===== src/rtl/param_updown_counter.sv =====
// WIDTH-bit up/down counter: programmable modulus, load/clear, wrap or saturate.
// Optional enabled-cycle prescaler when PRESCALER_EN is defined.
module param_updown_counter #(
   parameter int WIDTH    = 8,
   parameter int MAX_VAL  = 2**WIDTH-1,
   parameter bit SATURATE = 1'b0,
   parameter int PRESCALE = 4
) (
   input  logic             clk,
   input  logic             rst,
   input  logic             en,
   input  logic             up_dn,
   input  logic             load,
   input  logic [WIDTH-1:0] load_val,
   input  logic             clear,
   output logic [WIDTH-1:0] count,
   output logic             tc,
   output logic             wrap,
   output logic             ovf
);

   localparam logic [WIDTH-1:0] MAX_C = WIDTH'(MAX_VAL);

   logic             step;
   logic             at_end;
   logic [WIDTH-1:0] stepped;
   logic [WIDTH-1:0] load_clamp;

`ifdef PRESCALER_EN
   localparam int PW = (PRESCALE > 1) ? $clog2(PRESCALE) : 1;
   localparam logic [PW-1:0] PRE_LAST = PW'(PRESCALE-1);

   logic [PW-1:0] pre;

   assign step = en && (pre == PRE_LAST);

   // Prescaler advances on enabled cycles, restarts on step/clear/load
   always_ff @(posedge clk or negedge rst) begin
      if (!rst) begin
         pre <= '0;
      end else if (clear || load) begin
         pre <= '0;
      end else if (en) begin
         pre <= step ? '0 : pre + 1'b1;
      end
   end
`else
   assign step = en;
`endif

   // Range end depends on the direction currently requested
   assign at_end = up_dn ? (count == MAX_C) : (count == '0);
   assign tc     = at_end;

   assign load_clamp = (load_val > MAX_C) ? MAX_C : load_val;

   // Next count for an enabled step, wrapping or holding at range ends
   always_comb begin
      stepped = count;
      if (up_dn) begin
         if (at_end) stepped = SATURATE ? MAX_C : '0;
         else        stepped = count + 1'b1;
      end else begin
         if (at_end) stepped = SATURATE ? '0 : MAX_C;
         else        stepped = count - 1'b1;
      end
   end

   // Count register with clear > load > step priority
   always_ff @(posedge clk or negedge rst) begin
      if (!rst) begin
         count <= '0;
         wrap  <= 1'b0;
         ovf   <= 1'b0;
      end else if (clear) begin
         count <= '0;
         wrap  <= 1'b0;
         ovf   <= 1'b0;
      end else if (load) begin
         count <= load_clamp;
         wrap  <= 1'b0;
      end else if (step) begin
         count <= stepped;
         wrap  <= at_end;
         ovf   <= ovf | at_end;
      end else begin
         wrap  <= 1'b0;
      end
   end

endmodule


===== config.mk =====
export PLATFORM = sky130hd
export DESIGN_NAME = param_updown_counter
export DESIGN_NICKNAME = d
export VERILOG_FILES = /design/src/rtl/param_updown_counter.sv
export SDC_FILE = /design/constraint.sdc
export NUM_CORES = 1
export LEC_CHECK = 0
export CORE_UTILIZATION = 50
export CTS_CLUSTER_SIZE = 16
export DETAILED_ROUTE_END_ITERATION = 8
export PLACE_DENSITY_LB_ADDON = 0.08
export SYNTH_ARGS = -nofsm -noshare
export SYNTH_HDL_FRONTEND = slang
export SYNTH_SLANG_ARGS = --single-unit

===== constraint.sdc =====
create_clock -name clk -period 3.32 [get_ports clk]
set_clock_uncertainty 0.05 [all_clocks]
set_input_delay 0.498 -clock clk [delete_from_list [all_inputs] [get_ports clk]]
set_output_delay 0.498 -clock clk [all_outputs]
set_load 0.05 [all_outputs]

==> results.sh <==
export IMPL_run_status="finished with violations"
export IMPL_violations="DRC"
export IMPL_drt_iter0_markers=57
export IMPL_post_route_period_util_pct=80.97
export IMPL_worst_pin_slew_ns=0.4950
export IMPL_reg2reg_to="wrap"
export IMPL_synthMuxAreaShare_pct=0
export IMPL_row_count=14
export IMPL_antenna_found_initial=0
export IMPL_r2r_start="count[0]"
export IMPL_relSlewSlack_pct=66.90
export IMPL_startpoint="up_dn"
export IMPL_grt_max_degree=15
export IMPL_fin_setup_tns_ns=0
export IMPL_synth_top_area_cell="dfrtp_1"
export IMPL_critical_path_peak_fanout=11
export IMPL_reg2reg_depth=6
export IMPL_setup_viol=0
export IMPL_vias_per_cell=6.590
export IMPL_ys_flop_type="dfrtp_1"
export IMPL_groute_usage_overall_pct=25.92
export IMPL_synthTopCellsByArea="dfrtp_1 (29%), a21oi_1 (4.7%), inv_1 (3.5%)"
export IMPL_synth_warnings=0
export IMPL_io_buffer_count=24
export IMPL_cts_tree="done"
export IMPL_final_hold_violation_count=0
export IMPL_grt_pass1_wl_mm=3.553
export IMPL_synth_top_family_by_area="compound AO/OA/AOI/OAI gates"
export IMPL_setup_ws_ns=0.6318
export IMPL_crit_required_ns=2.77
export IMPL_hold_depth=2
export IMPL_area_growth_pct=29.65
export IMPL_worstSetupEndpoint="tc"
export IMPL_drc=4
export IMPL_synth_nets=118
export IMPL_hpwl_mm=1.570
export IMPL_dieArea_sq_mm=0.001891
export IMPL_ir_drop_v=0.0002818
export IMPL_synth_async_reset_ratio_pct=100.0
export IMPL_pre_cts_ws_ns=0.6671
export IMPL_drive_above_1_share_pct=10.57
export IMPL_worstSetupStartpointType="input pin"
export IMPL_power_leakage_nw=0.4288
export IMPL_synth_compound_area_share_pct=31.54
export IMPL_critPathSlowestCell="clkdlybuf4s50_1"
export IMPL_power_density_mw_per_mm2=366.8
export IMPL_cts_resized=0
export IMPL_fill_cells=131
export IMPL_worstSetupPathType="input pin to primary output"
export IMPL_synth_adder_area_share_pct=2.907
export IMPL_max_freq_ghz=0.3720
export IMPL_cts_buffers=3
export IMPL_syn_area_sq_um=860.8
export IMPL_post_place_cells=135
export IMPL_hp_class="flip-flop to flip-flop"
export IMPL_htreeDepth=1
export IMPL_io_pins=25
export IMPL_ant_nets=0
export IMPL_clockRootBuffer="clkbuf_4"
export IMPL_clk_pin_slew_ns=0.07
export IMPL_drv_slew=0
export IMPL_wirelength_mm=2.213
export IMPL_finalCriticalPeriod_ns=2.688
export IMPL_fp_dieW_um=43.49
export IMPL_start_util_pct=55.22
export IMPL_gp_congestion=0.9104
export IMPL_synth_top_area_share_pct=29.07
export IMPL_nets=140
export IMPL_netlist_instances=102
export IMPL_synth_seq_cells=10
export IMPL_final_cells=139
export IMPL_worstHoldStart="ovf"
export IMPL_cts_sinks=10
export IMPL_synth_edf_count=0
export IMPL_vias=916
export IMPL_grt_pass1_vias=778
export IMPL_dr_pass1_iters=6
export IMPL_ff2ff_setup_slack_ns=1.38
export IMPL_total_power_uw=409.4
export IMPL_synthXorXnorAreaFrac_pct=3.052
export IMPL_holdWs_ns=0.4743
export IMPL_crit_arrival_ns=2.14
export IMPL_ys_seq_area_share_pct=29.07
export IMPL_max_cap_viol_count=0
export IMPL_coreArea_sq_mm=0.001559
export IMPL_clock_path_buffers=2
export IMPL_crit_chain="clkdlybuf4s50_1, nand2_1, nor3_1, or2_2, buf_4"
export IMPL_wl_per_cell_um=15.92
export IMPL_clk_latency_ns=0.28
export IMPL_grt_setup_unrepaired="no"
export IMPL_yosys_cell_types_count=46
export IMPL_die_h_um=43.49
export IMPL_end_kind="primary output"
export IMPL_insertedDiodeCount=0
export IMPL_overflow=0
export IMPL_cts_setup_buffers=0
export IMPL_slowest_delay_ns=0.68
export IMPL_syn_area_per_cell_sq_um=8.439
export IMPL_cts_hold_buf=0
export IMPL_yosys_area_share_simple_pct=24.13
## power by group
part | switching, mW | internal [mW] | leakage, nW
registers | 0.0205 | 0.130 | 0.132
clock network | 0.0489 | 0.0667 | 0.0210
logic | 0.0830 | 0.0605 | 0.276
## critical path, delay by kind of cell
family,cells,cell delay (ns)
simple gates,3,0.76
buf+inv,2,0.87
## cells in the mapped netlist (all sizes together), types with 2 or more instances
cell type / n
a211oi: 3
a21oi: 8
a22oi: 2
a41oi: 2
and4: 2
buf: 5
clkbuf: 3
dfrtp: 10
ha: 2
inv: 8
nand2: 7
nand3: 4
nand4: 2
nor2: 7
nor3: 4
nor3b: 2
o211ai: 3
o21ai: 3
or3: 2
xor2: 2
## cells by family after synthesis
| kind of cell | after synthesis |
|---|---|
| AOI/OAI and AO/OA | 35 |
| buffers and inverters | 17 |
| adders and majority gates | 2 |
| and+or+nand+nor | 35 |
| DFF | 10 |
| xor gates and xnor gates | 3 |
## flip-flops by register name (all words and copies together) (netlist names)
name	flops
wrap	1
ovf	1
count	8
## layer usage
layer  global-route usage, %  wire, um  vias to the layer above
li1                        -         -                      435
met1                   35.17       936                      411
met2                   40.00       996                       63
met5                       0         0                        -
met4                   15.00        51                        0
met3                   2.917       229                        7
## worst min-delay path by stage
stage,endpoint
3_5_place_dp,ovf
2_1_floorplan,count[0]
6_report,ovf
5_1_grt,ovf
4_1_cts,ovf
3_3_place_gp,ovf
## area by class of cell
| cell class | count | area, sq um | area share (%) |
|---|---|---|---|
| Clock buffer | 4 | 36.28 | 3.251 |
| Inverter | 9 | 33.78 | 3.027 |
| Multi-Input combinational cell | 75 | 530.5 | 47.53 |
| Sequential cell | 10 | 250.2 | 22.42 |
| Tap cell | 16 | 20.02 | 1.794 |
| Timing Repair Buffer | 25 | 245.2 | 21.97 |
## metrics by stage
step / area, sq um / util (%)
floorplan: 860.8 / -
global placement: 1080 / 69.26
detailed placement: 1080 / 69.26
CTS: 1116 / 71.59
global route: 1116 / 71.59
finish: 1116 / 71.59
## cell usage in the layout (no fill, tap or decap), drive strengths merged, types with 2 or more instances in the layout
master          n
clkdlybuf4s50  23
dfrtp          10
inv             8
a21oi           8
nor2            7
nand2           7
nand3           4
nor3            4
clkbuf          4
o21ai           3
o211ai          3
a211oi          3
nor3b           2
a22oi           2
nand4           2
a41oi           2
and4            2
xor2            2
ha              2
buf             2
or3             2
Power figures use the tool's default switching activity.
